<file path="src/rtl/eae_pkg.sv">
// rtl/eae_pkg.sv - shared op codes and FSM state encoding for the EAE shift unit
package eae_pkg;

    typedef enum logic [2:0] {
        OP_NOP = 3'd0,
        OP_SHL = 3'd1,
        OP_ASR = 3'd2,
        OP_LSR = 3'd3,
        OP_NMI = 3'd4
    } eae_op_e;

    typedef enum logic [1:0] {
        ST_IDLE  = 2'd0,
        ST_SHIFT = 2'd1,
        ST_DONE  = 2'd2
    } eae_state_e;

endpackage

</file>
<file path="src/rtl/eae_shift_step.sv">
// rtl/eae_shift_step.sv - one-bit shift of {AC,MQ} plus normalize-stop detection on the result
module eae_shift_step #(
    parameter int W = 12
) (
    input  logic [2:0]   op,
    input  logic         link,
    input  logic [W-1:0] ac,
    input  logic [W-1:0] mq,
    output logic         link_next,
    output logic [W-1:0] ac_next,
    output logic [W-1:0] mq_next,
    output logic         nmi_stop
);
    import eae_pkg::*;

    localparam logic [2*W-1:0] NMI_TOP = {2'b11, {(2*W-2){1'b0}}};

    always_comb begin
        link_next = link;
        ac_next   = ac;
        mq_next   = mq;
        case (op)
            OP_SHL: begin
                {ac_next, mq_next} = {ac, mq} << 1;
                link_next          = ac[W-1];
            end
            OP_NMI: begin
                {ac_next, mq_next} = {ac, mq} << 1;
            end
            OP_ASR: begin
                ac_next   = {ac[W-1], ac[W-1:1]};
                mq_next   = {ac[0], mq[W-1:1]};
                link_next = ac[W-1];
            end
            OP_LSR: begin
                ac_next   = {1'b0, ac[W-1:1]};
                mq_next   = {ac[0], mq[W-1:1]};
                link_next = 1'b0;
            end
            default: ;
        endcase
    end

    // Evaluated on the shifted value so the FSM can leave SHIFT in the same cycle
    assign nmi_stop = (ac_next[W-1] != ac_next[W-2])
                    || ({ac_next, mq_next} == NMI_TOP)
                    || ({ac_next, mq_next} == '0);

endmodule

</file>
<file path="src/rtl/eae_shift_unit.sv">
// rtl/eae_shift_unit.sv - multi-cycle AC/MQ shift and normalize unit
module eae_shift_unit #(
    parameter int W      = 12,
    parameter int SCW    = 5,
    parameter int MODE_B = 0
) (
    input  logic           clk,
    input  logic           reset,
    input  logic           start,
    input  logic [2:0]     op,
    input  logic [SCW-1:0] count,
    input  logic [W-1:0]   ac_in,
    input  logic [W-1:0]   mq_in,
    input  logic           link_in,
    output logic           busy,
    output logic           done,
    output logic [W-1:0]   ac_out,
    output logic [W-1:0]   mq_out,
    output logic           link_out,
    output logic [SCW-1:0] sc_out
);
    import eae_pkg::*;

    localparam int CAPW = $clog2(2 * W);
    localparam int RW   = (SCW + 1 > CAPW) ? SCW + 1 : CAPW;
    localparam logic [RW-1:0]  NMI_CAP = RW'(2 * W - 1);
    localparam logic [2*W-1:0] NMI_TOP = {2'b11, {(2*W-2){1'b0}}};

    eae_state_e     state, state_nx;
    logic [2:0]     op_q;
    logic [RW-1:0]  rem;
    logic [SCW:0]   n_shift;
    logic           is_shift_op;
    logic           init_stop;
    logic           go_shift;
    logic           last_shift;
    logic           step_link;
    logic [W-1:0]   step_ac;
    logic [W-1:0]   step_mq;
    logic           step_stop;

    // Computed one bit wider than count so an all-ones count in mode A does not wrap
    assign n_shift = (MODE_B != 0) ? {1'b0, count} : {1'b0, count} + 1'b1;

    assign is_shift_op = (op == OP_SHL) || (op == OP_ASR) || (op == OP_LSR);
    assign init_stop   = (ac_in[W-1] != ac_in[W-2])
                       || ({ac_in, mq_in} == NMI_TOP)
                       || ({ac_in, mq_in} == '0);
    assign go_shift    = (is_shift_op && (n_shift != '0)) || ((op == OP_NMI) && !init_stop);
    assign last_shift  = (rem == RW'(1)) || ((op_q == OP_NMI) && step_stop);

    eae_shift_step #(.W(W)) u_step (
        .op        (op_q),
        .link      (link_out),
        .ac        (ac_out),
        .mq        (mq_out),
        .link_next (step_link),
        .ac_next   (step_ac),
        .mq_next   (step_mq),
        .nmi_stop  (step_stop)
    );

    always_ff @(posedge clk or posedge reset) begin
        if (reset) state <= ST_IDLE;
        else       state <= state_nx;
    end

    always_comb begin
        state_nx = state;
        case (state)
            ST_IDLE:  if (start) state_nx = go_shift ? ST_SHIFT : ST_DONE;
            ST_SHIFT: if (last_shift) state_nx = ST_DONE;
            ST_DONE:  state_nx = ST_IDLE;
            default:  state_nx = ST_IDLE;
        endcase
    end

    assign busy = (state != ST_IDLE);
    assign done = (state == ST_DONE);

    always_ff @(posedge clk or posedge reset) begin
        if (reset) begin
            ac_out   <= '0;
            mq_out   <= '0;
            link_out <= 1'b0;
            sc_out   <= '0;
            op_q     <= 3'd0;
            rem      <= '0;
        end else begin
            case (state)
                ST_IDLE: if (start) begin
                    ac_out   <= ac_in;
                    mq_out   <= mq_in;
                    link_out <= link_in;
                    op_q     <= op;
                    rem      <= (op == OP_NMI) ? NMI_CAP : RW'(n_shift);
                    sc_out   <= (is_shift_op && (n_shift != '0)) ? SCW'(n_shift - 1'b1) : '0;
                end
                ST_SHIFT: begin
                    ac_out   <= step_ac;
                    mq_out   <= step_mq;
                    link_out <= step_link;
                    rem      <= rem - 1'b1;
                    if (op_q == OP_NMI)     sc_out <= sc_out + 1'b1;
                    else if (sc_out != '0)  sc_out <= sc_out - 1'b1;
                end
                default: ;
            endcase
        end
    end

endmodule

</file>
<file path="config.mk">
export PLATFORM = sky130hd
export DESIGN_NAME = eae_shift_unit
export DESIGN_NICKNAME = d
export VERILOG_FILES = /design/src/rtl/eae_pkg.sv /design/src/rtl/eae_shift_step.sv /design/src/rtl/eae_shift_unit.sv
export SDC_FILE = /design/constraint.sdc
export NUM_CORES = 1
export LEC_CHECK = 0
export CAP_MARGIN = 25
export CORE_ASPECT_RATIO = 1.2
export CORE_MARGIN = 3
export CORE_UTILIZATION = 52
export DETAILED_ROUTE_END_ITERATION = 7
export PLACE_DENSITY = 0.81
export SKIP_CTS_REPAIR_TIMING = 1
export SYNTH_ARGS = -nofsm -noshare
export SYNTH_HDL_FRONTEND = slang
export SYNTH_SLANG_ARGS = --single-unit
</file>
<file path="constraint.sdc">
create_clock -name clk -period 2.78 [get_ports clk]
set_input_delay 0.417 -clock clk [delete_from_list [all_inputs] [get_ports clk]]
set_output_delay 0.417 -clock clk [all_outputs]
set_load 0.05 [all_outputs]
</file>
==> impl_metrics.ini <==
[floorplanning]
initial_core_util_pct = 54.3
ios = 68
fp.dieArea_um2 = 7400
core-area_um2 = 6130
row_count = 31
die_y_um = 93.6
fp.dieW_um = 79.0

[worst_setup_path]
critPathSlowestCell = or4_1
reg2reg_depth = 7
critPathArrivalTime_ns = 2.78
worstPathCellList = buf_4 > mux2i_1 > o22ai_1 > a21oi_1 > nand4_1 > or4_1 > a211o_1
crit_path_start_kind = register
critPathKind = register to register
cp_slowest_stage_delay_ns = 0.59
end_kind = register
required_ns = 2.97
cp_max_fo = 15

[timing]
finClkSkew_ns = 0.00890
fmax_mhz = 386
setup_tns_ns = 0
tightest_slew_ns = 0.557
period_share_pct = 93.2
drv_slew = 0
period_needed_ns = 2.59
whs_ns = 0.528
rsz0062_at_grt = false
max_slew_margin_pct = 62.9
finalSetupViolations = 0
hold_viol_final = 0

[synth]
syn_area_um2 = 3330
synth.largest_area_cell = dfrtp_1
synth_most_common_cell = a21oi_1
ys.flop_type = dfrtp_1
ys_ff_latch = 41
synth-edff-count = 0
synth_area_leaders = dfrtp_1 31%, a21oi_1 6.5%, a211oi_1 5.2%, mux2i_1 5.1%, nor2b_1 5.1%
syn_area_per_cell_um2 = 8.53
synth.top_cell.area_share_pct = 30.8
synth.distinct_cells = 58
synth_fp_nets = 438
yosysSeqAreaShare_pct = 30.8
postSynth.asyncResetShare_pct = 100
synthCells = 390
yosysWarnings = 0
yosys-top-cells-count = 43 x a21oi_1, 41 x dfrtp_1, 27 x nor2b_1

[drt]
wl_per_cell_um = 18.1
drt_wl_total_um = 9780
drc = 0
vias = 3405
vias_per_cell = 6.32
drt_iter0_drc = 213
dr.pass1.iters = 5
ant_nets = 0

[cts]
clock-sinks = 41
clockBufferDepth = 2
cts_tree = built
htreeDepth = 2
cts_buffers = 5
clock_latency_ns = 0.31
cts_root_buf = clkbuf_8
clkTransAtPathRegs_ns = 0.09

[power]
vdd_drop_max_mv = 1.00
cellPowerDensity_nw_per_um2 = 1480
leakagePower_nw = 1.66
power_mw = 6.22

[global_routing]
antenna_found_initial = 0
grt_pass1_wl_um = 16000
grt_max_degree = 48
grt_pass1_vias = 3332
gr-total-overflow = 0
grt_use_total_pct = 27.0

[layout]
stdcell_count = 539
area_growth_pct = 26.2
num_antenna_cells = 0
drive_gt1_share_pct = 8.53
nets = 504
final_cell_area_um2 = 4200

[min_path]
hold_class = register to register
hold_depth = 2

[place]
routabilityCongestion = 0.890
placed_area_um2 = 4120
io_buffers = 67
place_hpwl_um = 7240
place_inst = 531

[run_status]
outcome = complete, no violations

[run]
maxCapViolations = 0
[per-layer routing]
layer | GRT usage (%) | routed length (um) | share of wire (%) | up-vias
met3 | 4.62 | 559 | 5.7 | 21
met2 | 47.3 | 5050 | 52 | 136
met5 | 0 | 0 | 0 | -
met1 | 32.7 | 3930 | 40 | 1626
met4 | 10.6 | 236 | 2.4 | 0
li1 | - | - | - | 1622
[worst paths after layout]
check | startpoint | to | slack, ns
max in group asynchronous | reset | ac_out[0] | 1.86
worst max register to register | op_q[2] | state[0] | 0.19
worst min register to register | rem[4] | rem[4] | 0.53
worst min-delay path | rem[4] | rem[4] | 0.53
min in group asynchronous | reset | mq_out[7] | 0.55
worst max-delay path | op_q[2] | state[0] | 0.19
[power breakdown]
| group | leakage, nW | total [mW] | internal (mW) | switching [mW] |
|---|---|---|---|---|
| Combinational | 1.13 | 4.50 | 1.82 | 2.68 |
| Sequential | 0.483 | 1.33 | 0.927 | 0.402 |
| Clock | 0.0450 | 0.397 | 0.174 | 0.223 |
| Total | 1.66 | 6.22 | 2.92 | 3.30 |
[cell families (layout without fill, tap and decap cells)]
logic type / count (synthesis) / in the layout / synth area share, %
flip-flops: 41 / 41 / 30.8
XOR/XNOR: 11 / 11 / 2.89
buffers and inverters: 43 / 110 / 6.09
AND/OR/NAND/NOR: 97 / 97 / 15.6
multiplexers: 19 / 19 / 5.90
AO/OA/AOI/OAI: 167 / 167 / 34.0
adder cells (fa/ha/maj): 12 / 12 / 4.74
[sequential cells by signal, summed over array words and instances, names as in the netlist]
signal / count
rem: 6
sc_out: 5
op_q: 3
state: 2
link_out: 1
ac_out: 12
mq_out: 12
[critical path, delay by kind of cell (launching register included)]
| kind | cells | cell delay, ns |
|---|---|---|
| compound gates | 3 | 0.65 |
| buf+inv | 1 | 0.29 |
| flops | 1 | 0.50 |
| mux | 1 | 0.32 |
| simple gates | 2 | 0.72 |
[through the flow]
step,worst slack [ns],util (%)
final,0.190,68.5
after global placement,0.291,67.2
after detailed placement,0.241,67.2
after CTS,0.215,68.5
after global routing,0.0371,68.5
after floorplan,0.252,-
[cell type report]
class / count / area, um^2
clock buffer: 6 / 72.6
clock inverter: 2 / 10.0
fill: 557 / 1930
inverter: 16 / 60.1
multi-input combinational: 306 / 2110
sequential: 41 / 1030
tap: 82 / 103
timing repair buffer: 86 / 813
[layout by cell type (no fill, tap or decap), types with 14 or more instances in the layout]
master	n
o21ai_0	25
mux2i_1	17
a21oi_1	43
nor2_1	17
nand2_1	17
nor2b_1	25
a211oi_1	23
inv_1	14
dfrtp_1	41
buf_4	19
clkdlybuf4s50_1	67
(Power assumes the default switching activity.)
